<file path="src/rtl/pbit_sweep_scheduler.sv">
// Round-robin Gibbs-sweep scheduler for a p-circuit: one p-bit update per RNG sample, then a settle window.
// Optional beta annealing is built when PBIT_SWEEP_ANNEAL_EN is defined.
module pbit_sweep_scheduler #(
    parameter int N_PBITS         = 8,
    parameter int IDX_W           = 3,
    parameter int SETTLE_CYCLES   = 2,
    parameter int SWEEP_W         = 16,
    parameter int BETA_W          = 4,
    parameter int BETA_START      = 1,
    parameter int SWEEPS_PER_BETA = 4
) (
    input  logic               clk,
    input  logic               rst_n,
    input  logic               start_i,
    input  logic               abort_i,
    input  logic [SWEEP_W-1:0] num_sweeps_i,
    input  logic               rng_valid_i,
    output logic               rng_ready_o,
    output logic               upd_en_o,
    output logic [IDX_W-1:0]   upd_idx_o,
    output logic [N_PBITS-1:0] upd_onehot_o,
    output logic [SWEEP_W-1:0] sweep_cnt_o,
    output logic [BETA_W-1:0]  beta_o,
    output logic               busy_o,
    output logic               done_o
);

    typedef enum logic [2:0] {
        S_IDLE     = 3'd0,
        S_WAIT_RNG = 3'd1,
        S_ISSUE    = 3'd2,
        S_SETTLE   = 3'd3,
        S_DONE     = 3'd4
    } state_e;

    localparam int SET_W = (SETTLE_CYCLES > 1) ? $clog2(SETTLE_CYCLES) : 1;
    localparam logic [SET_W-1:0] SET_LAST = SET_W'((SETTLE_CYCLES > 0) ? SETTLE_CYCLES - 1 : 0);
    localparam logic [IDX_W-1:0] IDX_LAST = IDX_W'(N_PBITS - 1);

    state_e             state_q, state_d;
    logic [IDX_W-1:0]   idx_q, idx_d;
    logic [SWEEP_W-1:0] sweep_q, sweep_d;
    logic [SWEEP_W-1:0] limit_q, limit_d;
    logic [SET_W-1:0]   settle_q, settle_d;
    logic [SWEEP_W-1:0] sweep_inc_s;
    logic               adv_s;

`ifdef PBIT_SWEEP_ANNEAL_EN
    localparam int AN_W = (SWEEPS_PER_BETA > 1) ? $clog2(SWEEPS_PER_BETA) : 1;
    localparam logic [AN_W-1:0] AN_LAST = AN_W'(SWEEPS_PER_BETA - 1);
    logic [AN_W-1:0]   an_q, an_d;
    logic [BETA_W-1:0] beta_q, beta_d;
`endif

    assign sweep_inc_s = sweep_q + SWEEP_W'(1);

    // Next-state and datapath: abort overrides everything and freezes the counters.
    always_comb begin
        state_d  = state_q;
        idx_d    = idx_q;
        sweep_d  = sweep_q;
        limit_d  = limit_q;
        settle_d = settle_q;
        adv_s    = 1'b0;
`ifdef PBIT_SWEEP_ANNEAL_EN
        an_d     = an_q;
        beta_d   = beta_q;
`endif
        if (abort_i && (state_q != S_IDLE)) begin
            state_d = S_IDLE;
        end else begin
            case (state_q)
                S_IDLE: begin
                    if (start_i && !abort_i) begin
                        idx_d   = '0;
                        sweep_d = '0;
                        limit_d = num_sweeps_i;
`ifdef PBIT_SWEEP_ANNEAL_EN
                        an_d    = '0;
                        beta_d  = BETA_W'(BETA_START);
`endif
                        if (num_sweeps_i != '0) begin
                            state_d = S_WAIT_RNG;
                        end else begin
                            state_d = S_DONE;
                        end
                    end else begin
                        state_d = S_IDLE;
                    end
                end
                S_WAIT_RNG: begin
                    if (rng_valid_i) begin
                        state_d = S_ISSUE;
                    end else begin
                        state_d = S_WAIT_RNG;
                    end
                end
                S_ISSUE: begin
                    settle_d = '0;
                    if (SETTLE_CYCLES == 0) begin
                        adv_s = 1'b1;
                    end else begin
                        state_d = S_SETTLE;
                    end
                end
                S_SETTLE: begin
                    if (settle_q == SET_LAST) begin
                        adv_s = 1'b1;
                    end else begin
                        settle_d = settle_q + SET_W'(1);
                    end
                end
                S_DONE: begin
                    state_d = S_IDLE;
                end
                default: begin
                    state_d = S_IDLE;
                end
            endcase

            // Advance to the next p-bit; the last p-bit closes a sweep.
            if (adv_s) begin
                if (idx_q != IDX_LAST) begin
                    idx_d   = idx_q + IDX_W'(1);
                    state_d = S_WAIT_RNG;
                end else begin
                    idx_d   = '0;
                    sweep_d = sweep_inc_s;
`ifdef PBIT_SWEEP_ANNEAL_EN
                    if (an_q == AN_LAST) begin
                        an_d = '0;
                        if (beta_q != {BETA_W{1'b1}}) begin
                            beta_d = beta_q + BETA_W'(1);
                        end else begin
                            beta_d = beta_q;
                        end
                    end else begin
                        an_d = an_q + AN_W'(1);
                    end
`endif
                    if (sweep_inc_s == limit_q) begin
                        state_d = S_DONE;
                    end else begin
                        state_d = S_WAIT_RNG;
                    end
                end
            end else begin
                adv_s = 1'b0;
            end
        end
    end

    // State and datapath registers.
    always_ff @(posedge clk or negedge rst_n) begin
        if (!rst_n) begin
            state_q  <= S_IDLE;
            idx_q    <= '0;
            sweep_q  <= '0;
            limit_q  <= '0;
            settle_q <= '0;
        end else begin
            state_q  <= state_d;
            idx_q    <= idx_d;
            sweep_q  <= sweep_d;
            limit_q  <= limit_d;
            settle_q <= settle_d;
        end
    end

`ifdef PBIT_SWEEP_ANNEAL_EN
    // Anneal counter and beta register.
    always_ff @(posedge clk or negedge rst_n) begin
        if (!rst_n) begin
            an_q   <= '0;
            beta_q <= BETA_W'(BETA_START);
        end else begin
            an_q   <= an_d;
            beta_q <= beta_d;
        end
    end
    assign beta_o = beta_q;
`else
    assign beta_o = {BETA_W{1'b1}};
`endif

    // Moore output decode.
    always_comb begin
        if (state_q == S_ISSUE) begin
            upd_onehot_o = N_PBITS'(1) << idx_q;
        end else begin
            upd_onehot_o = '0;
        end
    end

    assign busy_o      = (state_q != S_IDLE);
    assign rng_ready_o = (state_q == S_WAIT_RNG);
    assign upd_en_o    = (state_q == S_ISSUE);
    assign done_o      = (state_q == S_DONE);
    assign upd_idx_o   = idx_q;
    assign sweep_cnt_o = sweep_q;

endmodule
</file>
<file path="config.mk">
export PLATFORM = sky130hd
export DESIGN_NAME = pbit_sweep_scheduler
export DESIGN_NICKNAME = d
export VERILOG_FILES = /design/src/rtl/pbit_sweep_scheduler.sv
export SDC_FILE = /design/constraint.sdc
export NUM_CORES = 1
export LEC_CHECK = 0
export BUFFER_PORTS_ARGS = -buffer_cell sky130_fd_sc_hd__buf_4
export CORE_MARGIN = 2
export CORE_UTILIZATION = 49
export DETAILED_ROUTE_END_ITERATION = 8
export PLACE_DENSITY = 0.76
export SYNTH_ARGS = -nofsm -noshare
export SYNTH_HDL_FRONTEND = slang
export SYNTH_SLANG_ARGS = --single-unit
</file>
<file path="constraint.sdc">
create_clock -name clk -period 1.85 [get_ports clk]
set_input_delay 0 -clock clk [delete_from_list [all_inputs] [get_ports clk]]
set_output_delay 0 -clock clk [all_outputs]
set_load 0.01 [all_outputs]
</file>
==> flow_summary.json, run 1 <==
{
  "run_status": "finished with violations",
  "violations": "setup timing",
  "power_leakage_nw": 1.86,
  "r2r_cells": 7,
  "hold_violations": 0,
  "worstPathRequired_ps": 2040,
  "tightest_slew_ps": 511,
  "drt_pass1_iterations": 5,
  "post-dp-hpwl_mm": 4.97,
  "die_area_sq_mm": 0.00580,
  "wl_per_cell_um": 15.1,
  "grt_max_degree": 40,
  "synth-edff-count": 0,
  "antenna_found_initial": 0,
  "chipHeight_um": 76.2,
  "synth_flop_cell": "dfrtp_1",
  "fp.dieW_um": 76.2,
  "post-place-cells": 446,
  "start_util_pct": 50.3,
  "synth_cell_types": 52,
  "root_buffer": "clkbuf_8",
  "gp_congestion": 0.874,
  "place_worst_setup_slack_ps": -150,
  "path_clk_slew_ps": 80,
  "rsz0062_at_grt": "yes",
  "cp-end-kind": "flop",
  "r2r_start": "sweep_cnt_o[11]$_DFFE_PN0N_",
  "fin_skew_ps": 7.29,
  "drc": 0,
  "ys_warn_count": 0,
  "syn-cell-area_sq_mm": 0.00255,
  "instances_no_fill": 484,
  "fin_area_sq_mm": 0.00374,
  "place.port_buffers": 51,
  "syn_inst": 301,
  "routed_wl_mm": 7.31,
  "syn_avg_cell_area_sq_um": 8.48,
  "vias": 2653,
  "crit_fanout": 5,
  "min_period_ps": 1860,
  "yosys.area_share.simple_pct": 29.7,
  "min_period_over_period_pct": 100,
  "numCtsBuffers": 5,
  "cp-start-kind": "flop",
  "fmax_mhz": 538,
  "vias_per_cell": 5.48,
  "synth_xor_xnor_area_share_pct": 6.52,
  "cts_tree": "yes",
  "async_flop_share_pct": 100,
  "cp-endpoint": "state_q[0]$_DFFE_PN0P_",
  "htreeDepth": 2,
  "nets": 441,
  "synth_seq_cells": 39,
  "synth.area.mux_share_pct": 0.834,
  "peakVddDrop_mv": 0.521,
  "synth_seq_area_share_pct": 38.3,
  "ant_nets": 0,
  "drv_slew": 0,
  "holdCritPathClass": "input pin to flop",
  "synth_fa_ha_area_share_pct": 3.43,
  "setup_violations": 2,
  "boundaryPins": 56,
  "clock_latency_ps": 300,
  "reg2reg_slack_ps": -9,
  "critPathLaunch": "sweep_cnt_o[11]$_DFFE_PN0N_",
  "grt_pass1_wl_mm": 11.7,
  "clkSinkCount": 39,
  "area_delta_synth_final_pct": 46.6,
  "power.density_mw_per_mm2": 790,
  "rows": 26,
  "maxSlewHeadroom_pct": 65.9,
  "cp.arrival_ps": 2050,
  "drtIter0Drc": 312,
  "drive_gt1_share_pct": 33.3,
  "grt_overflow_total": 0,
  "insertedDiodeCount": 0,
  "grt.total_usage_pct": 25.1,
  "synth_compound_area_share_pct": 15.1,
  "synth_top_family_by_area": "simple AND/OR/NAND/NOR gates",
  "worst_slack_ps": -9.25,
  "worstSetupPathType": "flop to flop",
  "clock_path_buffers": 2,
  "core_area_sq_mm": 0.00507,
  "first_global_vias": 2521,
  "reg2reg_to": "state_q[0]$_DFFE_PN0P_",
  "fin_tns_setup_ps": -16.7,
  "place_area_sq_mm": 0.00327,
  "cap_viol_max_count": 0
}
[through the flow]
step                      hold WS (ps)  power, W  utilization [%]
after floorplan                   -296   0.00193                -
after global placement            1.27   0.00219             64.4
after detailed placement          8.76   0.00222             64.4
after CTS                          105   0.00285             70.8
after global routing               174   0.00313             73.7
final                              115   0.00296             73.7
[critical path, cell delays in order, from the launching register on]
cell,delay [ps]
dfrtp_1,440
nand4_1,170
buf_4,180
nor3b_1,190
o211a_1,160
o221ai_1,150
nor4_4,340
o21ai_1,110
[cell usage after synthesis, types with 2 or more instances]
library cell | count | share of area [%]
and2_1 | 7 | 1.7
o31ai_1 | 9 | 2.6
or3_1 | 2 | 0.49
dfrtp_1 | 39 | 38
o211a_1 | 2 | 0.78
o22ai_1 | 2 | 0.49
a21oi_1 | 7 | 1.4
and4_1 | 3 | 1.0
a211oi_1 | 2 | 0.59
and3_1 | 5 | 1.2
ha_1 | 7 | 3.4
xnor2_1 | 8 | 2.7
clkbuf_1 | 4 | 0.59
nand4_1 | 3 | 0.74
a21o_1 | 2 | 0.59
o21ai_0 | 11 | 2.2
nor3b_1 | 5 | 1.5
nor4_1 | 5 | 1.2
a31oi_1 | 3 | 0.74
buf_6 | 2 | 0.88
buf_2 | 8 | 1.6
nand2_1 | 69 | 10
nor2_1 | 18 | 2.6
xor2_1 | 11 | 3.8
buf_4 | 7 | 2.1
nor2b_1 | 4 | 0.98
inv_1 | 6 | 0.88
o21ai_1 | 13 | 2.6
nand3_1 | 10 | 2.0
nor3_1 | 5 | 0.98
[what timing repair did]
action / CTS / global route
buffers inserted: 1 / 11
endpoints found under the setup margin: 2 / 13
hold endpoints to repair: 56 / 0
pin swaps: 7 / 7
resized for setup: 13 / 12
hold buffers: 18 / 0
[where the power goes]
part / switching, W / total [W] / internal, W / leakage, nW
registers: 0.000210 / 0.00127 / 0.00105 / 0.514
logic: 0.000568 / 0.00110 / 0.000534 / 1.31
clock network: 0.000323 / 0.000588 / 0.000265 / 0.0422
[how the worst min path moves through the flow]
stage | start | to | cells past startpoint
3_3_place_gp | rst_n | sweep_cnt_o[4]$_DFFE_PN0N_ | 1
6_report | rng_valid_i | state_q[1]$_DFFE_PN0P_ | 5
2_1_floorplan | rst_n | limit_q[0]$_DFFE_PN0P_ | 0
3_5_place_dp | rst_n | sweep_cnt_o[4]$_DFFE_PN0N_ | 1
4_1_cts | rng_valid_i | state_q[1]$_DFFE_PN0P_ | 5
5_1_grt | rng_valid_i | state_q[1]$_DFFE_PN0P_ | 5
[layer usage]
metal  up-vias  part of all wire [%]  GRT usage, %
met5         -                     0             0
li1       1269                     -             -
met1      1253                    42          31.2
met4         0                   2.1          10.4
met2       114                    49          42.9
met3        17                   6.1          5.21
[cells by family after synthesis]
| logic type | Yosys count |
|---|---|
| AO/OA/AOI/OAI | 60 |
| XOR/XNOR | 19 |
| adder cells (fa/ha/maj) | 7 |
| buffers and inverters | 27 |
| flip-flops | 39 |
| multiplexers | 2 |
| other | 1 |
| AND/OR/NAND/NOR | 146 |
[final cells by class]
class	count	area, sq um
clock buffer	7	76.3
clock inverter	1	5.00
fill	384	1340
inverter	6	22.5
multi-input combinational	238	1550
sequential	39	978
tap	70	87.6
timing repair buffer	123	1020
[registers in the layout, summed over array words and instances, names as in the netlist]
name         flops
upd_idx_o        3
limit_q         16
sweep_cnt_o     16
settle_q         1
state_q          3
[layout by cell type, fill, tap and decap left out, types with 9 or more instances in the layout]
cell and n:
nand2_1 69, o21ai_0 10, o21ai_1 14, xor2_1 10
dfrtp_1 37, buf_4 99, dlygate4sd3_1 18, nor2_1 16
nand3_1 9, o31ai_1 9
Note: power is estimated with default switching activity, not from simulation.
==> inputs of run 2 (changes only) <==
--- a/config.mk
+++ b/config.mk
@@ -10,6 +10,7 @@
 export CORE_UTILIZATION = 49
 export DETAILED_ROUTE_END_ITERATION = 8
 export PLACE_DENSITY = 0.76
+export SETUP_SLACK_MARGIN = 0.3
 export SYNTH_ARGS = -nofsm -noshare
 export SYNTH_HDL_FRONTEND = slang
 export SYNTH_SLANG_ARGS = --single-unit
==> run 2 against run 1 <==
The run still ends with setup timing left; power increased by 18%; clock skew is 3.9 ps higher; hold slack gained 9.1 ps; flip-flop and latch count unchanged; sequential power about the same; utilization increased by 6.7 points; design area increased by 9.1%; first-iteration DRC count fell by 28%; highest routed layer unchanged.
==> flow_summary.json, run 2 (synthesized netlist as in run 1, its figures left out) <==
{
  "r2r_start": "upd_idx_o[1]$_DFFE_PN0P_",
  "core_area_sq_mm": 0.00507,
  "post-dp-hpwl_mm": 5.05,
  "hp-start": "rng_valid_i",
  "crit_fanout": 2,
  "vias_per_cell": 5.71,
  "min_period_ps": 1920,
  "cp_slowest_cell": "dfrtp_1",
  "clock_path_buffers": 2,
  "p_int_w": 0.00217,
  "drive_gt1_share_pct": 44.4,
  "antenna_found_initial": 0,
  "drc": 0,
  "cp.depth": 7,
  "crit_chain": "ha_4 -> ha_4 -> nand3_4 -> nor4_4 -> nand4_1 -> nor4_4 -> o211a_1",
  "ant_nets": 0,
  "insertedDiodeCount": 0,
  "grt_overflow_total": 0,
  "gp_congestion": 0.917,
  "wl_per_cell_um": 18.2,
  "num-fill-cells": 319,
  "place_worst_setup_slack_ps": -197,
  "root_buffer": "clkbuf_8",
  "min_period_over_period_pct": 104,
  "grt_pass1_wl_mm": 13.4,
  "worstSetupPathType": "flop to flop",
  "cp-end-kind": "flop",
  "htreeDepth": 2,
  "power_leakage_nw": 1.96,
  "setup_violations": 3,
  "path_clk_slew_ps": 90,
  "start_util_pct": 50.3,
  "crit_family": "simple AND/OR/NAND/NOR gates",
  "cp.arrival_ps": 2160,
  "area_delta_synth_final_pct": 60.0,
  "place_area_sq_mm": 0.00327,
  "fin_area_sq_mm": 0.00408,
  "cp_slowest_stage_delay_ps": 420,
  "holdCritPathClass": "input pin to flop",
  "clkSinkCount": 39,
  "grt.total_usage_pct": 28.9,
  "drt_pass1_iterations": 7,
  "fin_skew_ps": 11.2,
  "maxSlewHeadroom_pct": 64.6,
  "routed_wl_mm": 8.92,
  "hold_end": "state_q[1]$_DFFE_PN0P_",
  "worst_slack_ps": -68.0,
  "worstPathRequired_ps": 2100,
  "rsz0062_at_grt": "yes",
  "reg2reg_slack_ps": -70,
  "hold_path_depth": 5,
  "numCtsBuffers": 5,
  "r2r_cells": 7,
  "fmax_mhz": 521,
  "drtIter0Drc": 226,
  "violations": "setup timing",
  "rows": 26,
  "nets": 448,
  "fp.dieW_um": 76.2,
  "grt_max_degree": 40,
  "clock_latency_ps": 300,
  "netSwitchingFraction_pct": 37.8,
  "fin_util_pct": 80.4,
  "seq_power_share_pct": 37.3,
  "final_cell_mix": "buf_4, nand2_1, dfrtp_1, dlygate4sd3_1, nand2_2",
  "path_buf_inv": 0,
  "power.density_mw_per_mm2": 855,
  "die_area_sq_mm": 0.00580,
  "chipHeight_um": 76.2,
  "final_common_cell": "buf_4",
  "cp-start-kind": "flop",
  "power_frac_comb_pct": 40.6,
  "reg2reg_to": "state_q[2]$_DFFE_PN0P_",
  "first_global_vias": 2727,
  "critPathLaunch": "upd_idx_o[1]$_DFFE_PN0P_",
  "boundaryPins": 56,
  "cap_viol_max_count": 0,
  "peakVddDrop_mv": 0.661,
  "clockPowerShare_pct": 22.1,
  "hold_violations": 0,
  "place.port_buffers": 51,
  "cts_tree": "yes",
  "tightest_slew_ps": 526,
  "run_status": "finished with violations",
  "vias": 2804,
  "switchingPower_w": 0.00132,
  "drv_slew": 0
}
==> run 2: routing by layer <==
layer | vias to the layer above | track usage [%] | share of wire (%) | wire [um]
li1 | 1282 | - | - | -
met5 | - | 0 | 0 | 0
met4 | 0 | 9.64 | 2.8 | 246
met2 | 137 | 52.0 | 53 | 4720
met1 | 1362 | 35.4 | 39 | 3460
met3 | 23 | 4.27 | 5.5 | 488
==> run 2: worst register-to-register path: cells and delay by family (launching register included) <==
kind | cells | cell delay (ps)
compound gates | 1 | 180
simple gates | 4 | 950
fa+ha+maj | 2 | 320
flops | 1 | 420
==> run 2: power groups by stage <==
stage               combinational (W)  clock, W  sequential [W]
finish                        0.00141  0.000771         0.00130
global placement             0.000910         0         0.00126
global route                  0.00154  0.000810         0.00132
CTS                           0.00123  0.000767         0.00128
floorplan                    0.000742         0         0.00120
detailed placement           0.000946         0         0.00126
==> run 2: layout make-up <==
| cell class | instances | area (sq um) | share of cell area, % |
|---|---|---|---|
| flip-flops and latches | 39 | 986 | 24.2 |
| inverters | 6 | 22.5 | 0.552 |
| clock inverters | 2 | 35.0 | 0.858 |
| multi-input cells | 238 | 1750 | 42.8 |
| well taps | 70 | 87.6 | 2.15 |
| repair buffers | 130 | 1120 | 27.5 |
| clock buffers | 6 | 82.6 | 2.02 |
==> run 2: worst max-delay path by stage <==
stage | end | slack [ps]
CTS | state_q[2]$_DFFE_PN0P_ | -60
floorplan | sweep_cnt_o[10]$_DFFE_PN0N_ | 30
global placement | state_q[2]$_DFFE_PN0P_ | -160
global route | state_q[2]$_DFFE_PN0P_ | -140
detailed placement | state_q[2]$_DFFE_PN0P_ | -200
finish | state_q[2]$_DFFE_PN0P_ | -70
==> run 2: stage by stage <==
stage	total power (W)	instances	setup TNS (ps)	hold slack [ps]
floorplan	0.00194	304	0	-296
detailed placement	0.00221	443	-553	3.39
global route	0.00367	491	-408	164
finish	0.00349	491	-117	124
CTS	0.00327	485	-105	112
global placement	0.00217	443	-337	2.45
==> run 2: timing repair <==
item,4_1_cts,5_1_grt
endpoints found under the hold margin,56,0
gates cloned,3,0
endpoints found under the setup margin,45,38
gates resized for setup,63,29
buffers inserted,13,6
pin swaps,20,15
hold buffers,18,0
==> inputs of run 3 (changes only) <==
--- a/config.mk
+++ b/config.mk
@@ -6,6 +6,7 @@
 export NUM_CORES = 1
 export LEC_CHECK = 0
 export BUFFER_PORTS_ARGS = -buffer_cell sky130_fd_sc_hd__buf_4
+export CORE_ASPECT_RATIO = 0.75
 export CORE_MARGIN = 2
 export CORE_UTILIZATION = 49
 export DETAILED_ROUTE_END_ITERATION = 8
==> run 3 against run 2 <==
The flow still finishes with violations (setup timing); non-clock buffer count is 1 higher; power increased by 2.6%; fmax down 2.0%; sequential power grew 3%; clock power barely moved; critical endpoint unchanged.
==> flow_summary.json, run 3 (synthesized netlist as in run 1, its figures left out) <==
{
  "crit_chain": "ha_4 -> nand3_4 -> buf_6 -> o2bb2ai_1 -> o22ai_1 -> o221ai_1 -> nor4_4 -> o211a_1",
  "tightest_slew_ps": 631,
  "grt_pass1_wl_mm": 13.4,
  "cp_slowest_stage_delay_ps": 450,
  "worstPathRequired_ps": 2080,
  "place_worst_setup_slack_ps": -102,
  "finalPower_w": 0.00358,
  "htreeDepth": 2,
  "hold_violations": 0,
  "ant_nets": 0,
  "grt.total_usage_pct": 30.1,
  "num-fill-cells": 287,
  "min_period_ps": 1960,
  "core_area_sq_mm": 0.00495,
  "crit_family": "compound AO/OA/AOI/OAI gates",
  "rsz0062_at_grt": "yes",
  "grt_max_degree": 40,
  "cap_viol_max_count": 0,
  "first_global_vias": 2780,
  "start_util_pct": 51.5,
  "holdCritPathClass": "input pin to flop",
  "cp-end-kind": "flop",
  "fin_skew_ps": 6.40,
  "path_buf_inv": 1,
  "peakVddDrop_mv": 0.686,
  "cp_slowest_cell": "dfrtp_2",
  "maxSlewHeadroom_pct": 57.5,
  "final_common_cell": "buf_4",
  "cp.arrival_ps": 2190,
  "cp-start-kind": "flop",
  "drive_gt1_share_pct": 49.2,
  "run_status": "finished with violations",
  "drtIter0Drc": 297,
  "wl_per_cell_um": 20.4,
  "root_buffer": "clkbuf_8",
  "routed_wl_mm": 9.87,
  "clkSinkCount": 39,
  "vias": 2977,
  "crit_fanout": 5,
  "cp.depth": 8,
  "clock_path_buffers": 2,
  "chipHeight_um": 66.5,
  "worstSetupPathType": "flop to flop",
  "die_area_sq_mm": 0.00581,
  "worst_slack_ps": -107,
  "power.density_mw_per_mm2": 861,
  "violations": "setup timing",
  "fmax_mhz": 511,
  "power_leakage_nw": 2.02,
  "boundaryPins": 56,
  "hold_path_depth": 5,
  "drt_pass1_iterations": 5,
  "drc": 0,
  "nets": 450,
  "min_period_over_period_pct": 106,
  "area_delta_synth_final_pct": 62.9,
  "path_clk_slew_ps": 80,
  "grt_overflow_total": 0,
  "vias_per_cell": 6.16,
  "place.port_buffers": 51,
  "rows": 22,
  "gp_congestion": 0.877,
  "fp.dieW_um": 87.3,
  "insertedDiodeCount": 0,
  "clock_latency_ps": 300,
  "final_cell_mix": "buf_4, nand2_1, dfrtp_1, nand2_2, dlygate4sd3_1",
  "post-dp-hpwl_mm": 5.19,
  "r2r_cells": 8,
  "drv_slew": 0,
  "numCtsBuffers": 5,
  "setup_violations": 9,
  "antenna_found_initial": 0,
  "cts_tree": "yes"
}
[run 3: cell types whose count changed in the layout (fill, tap and decap cells not counted), moves of 2 or more]
cell	before	now
buf_6	13	11
nand2_2	17	24
nor2_1	15	13
buf_8	1	3
a21oi_2	0	2
nand2_4	0	6
nand2_1	52	39
a21oi_1	7	5
[run 3: cell type report]
class	count	area (sq um)	area share, %
Clock inverter	2	35.0	0.843
Inverter	6	22.5	0.542
Tap cell	60	75.1	1.81
Sequential cell	39	986	23.7
Clock buffer	6	82.6	1.99
Timing Repair Buffer	131	1130	27.2
Multi-Input combinational cell	239	1820	43.9
[run 3: metrics by stage]
| step | std cells | instance area, sq um | util (%) | TNS (ps) | hold slack (ps) |
|---|---|---|---|---|---|
| after global placement | 436 | 3260 | 65.9 | -222 | -1.27 |
| final | 483 | 4160 | 83.9 | -273 | 154 |
| after CTS | 477 | 3840 | 77.4 | 0 | 136 |
| after detailed placement | 436 | 3260 | 65.9 | -831 | 0.805 |
| after floorplan | 304 | 2640 | - | 0 | -296 |
| after global routing | 483 | 4160 | 83.9 | -793 | 160 |
[run 3: final timing paths]
kind,from,to,slack [ps]
worst max-delay path,sweep_cnt_o[1]$_DFFE_PN0N_,state_q[2]$_DFFE_PN0P_,-110
worst min-delay path,rng_valid_i,state_q[1]$_DFFE_PN0P_,150
worst max register to register,sweep_cnt_o[1]$_DFFE_PN0N_,state_q[2]$_DFFE_PN0P_,-110
worst min register to register,limit_q[4]$_DFFE_PN0P_,limit_q[4]$_DFFE_PN0P_,510
max in group asynchronous,rst_n,upd_idx_o[0]$_DFFE_PN0P_,1270
min in group asynchronous,rst_n,sweep_cnt_o[5]$_DFFE_PN0N_,210
[run 3: worst register-to-register path: cells and delay by family (launching register included)]
kind / cells / cell delay [ps]
flops: 1 / 450
compound gates: 4 / 630
simple gates: 2 / 490
fa+ha+maj: 1 / 200
buf+inv: 1 / 120
[run 3: report_power, final]
part	internal (W)	leakage, nW	total, W	switching, W
Sequential	0.00105	0.504	0.00134	0.000290
Combinational	0.000686	1.46	0.00146	0.000778
Clock	0.000437	0.0612	0.000771	0.000334
[run 3: per-layer routing]
metal / up-vias / GRT usage (%) / part of all wire, % / wire length, um
li1: 1289 / - / - / -
met1: 1436 / 38.6 / 38 / 3780
met2: 204 / 52.0 / 50 / 4890
met3: 48 / 5.33 / 8.1 / 801
met4: 0 / 8.85 / 4.0 / 391
met5: - / 0 / 0 / 0
[run 3: timing repair]
action                                  4_1_cts  5_1_grt
buffers inserted                             13        5
pin swaps                                    28       30
gates resized for setup                      54       66
endpoints found under the setup margin       42       45
hold endpoints to repair                     56        0
hold buffers                                 18        0
gates cloned                                  2        1
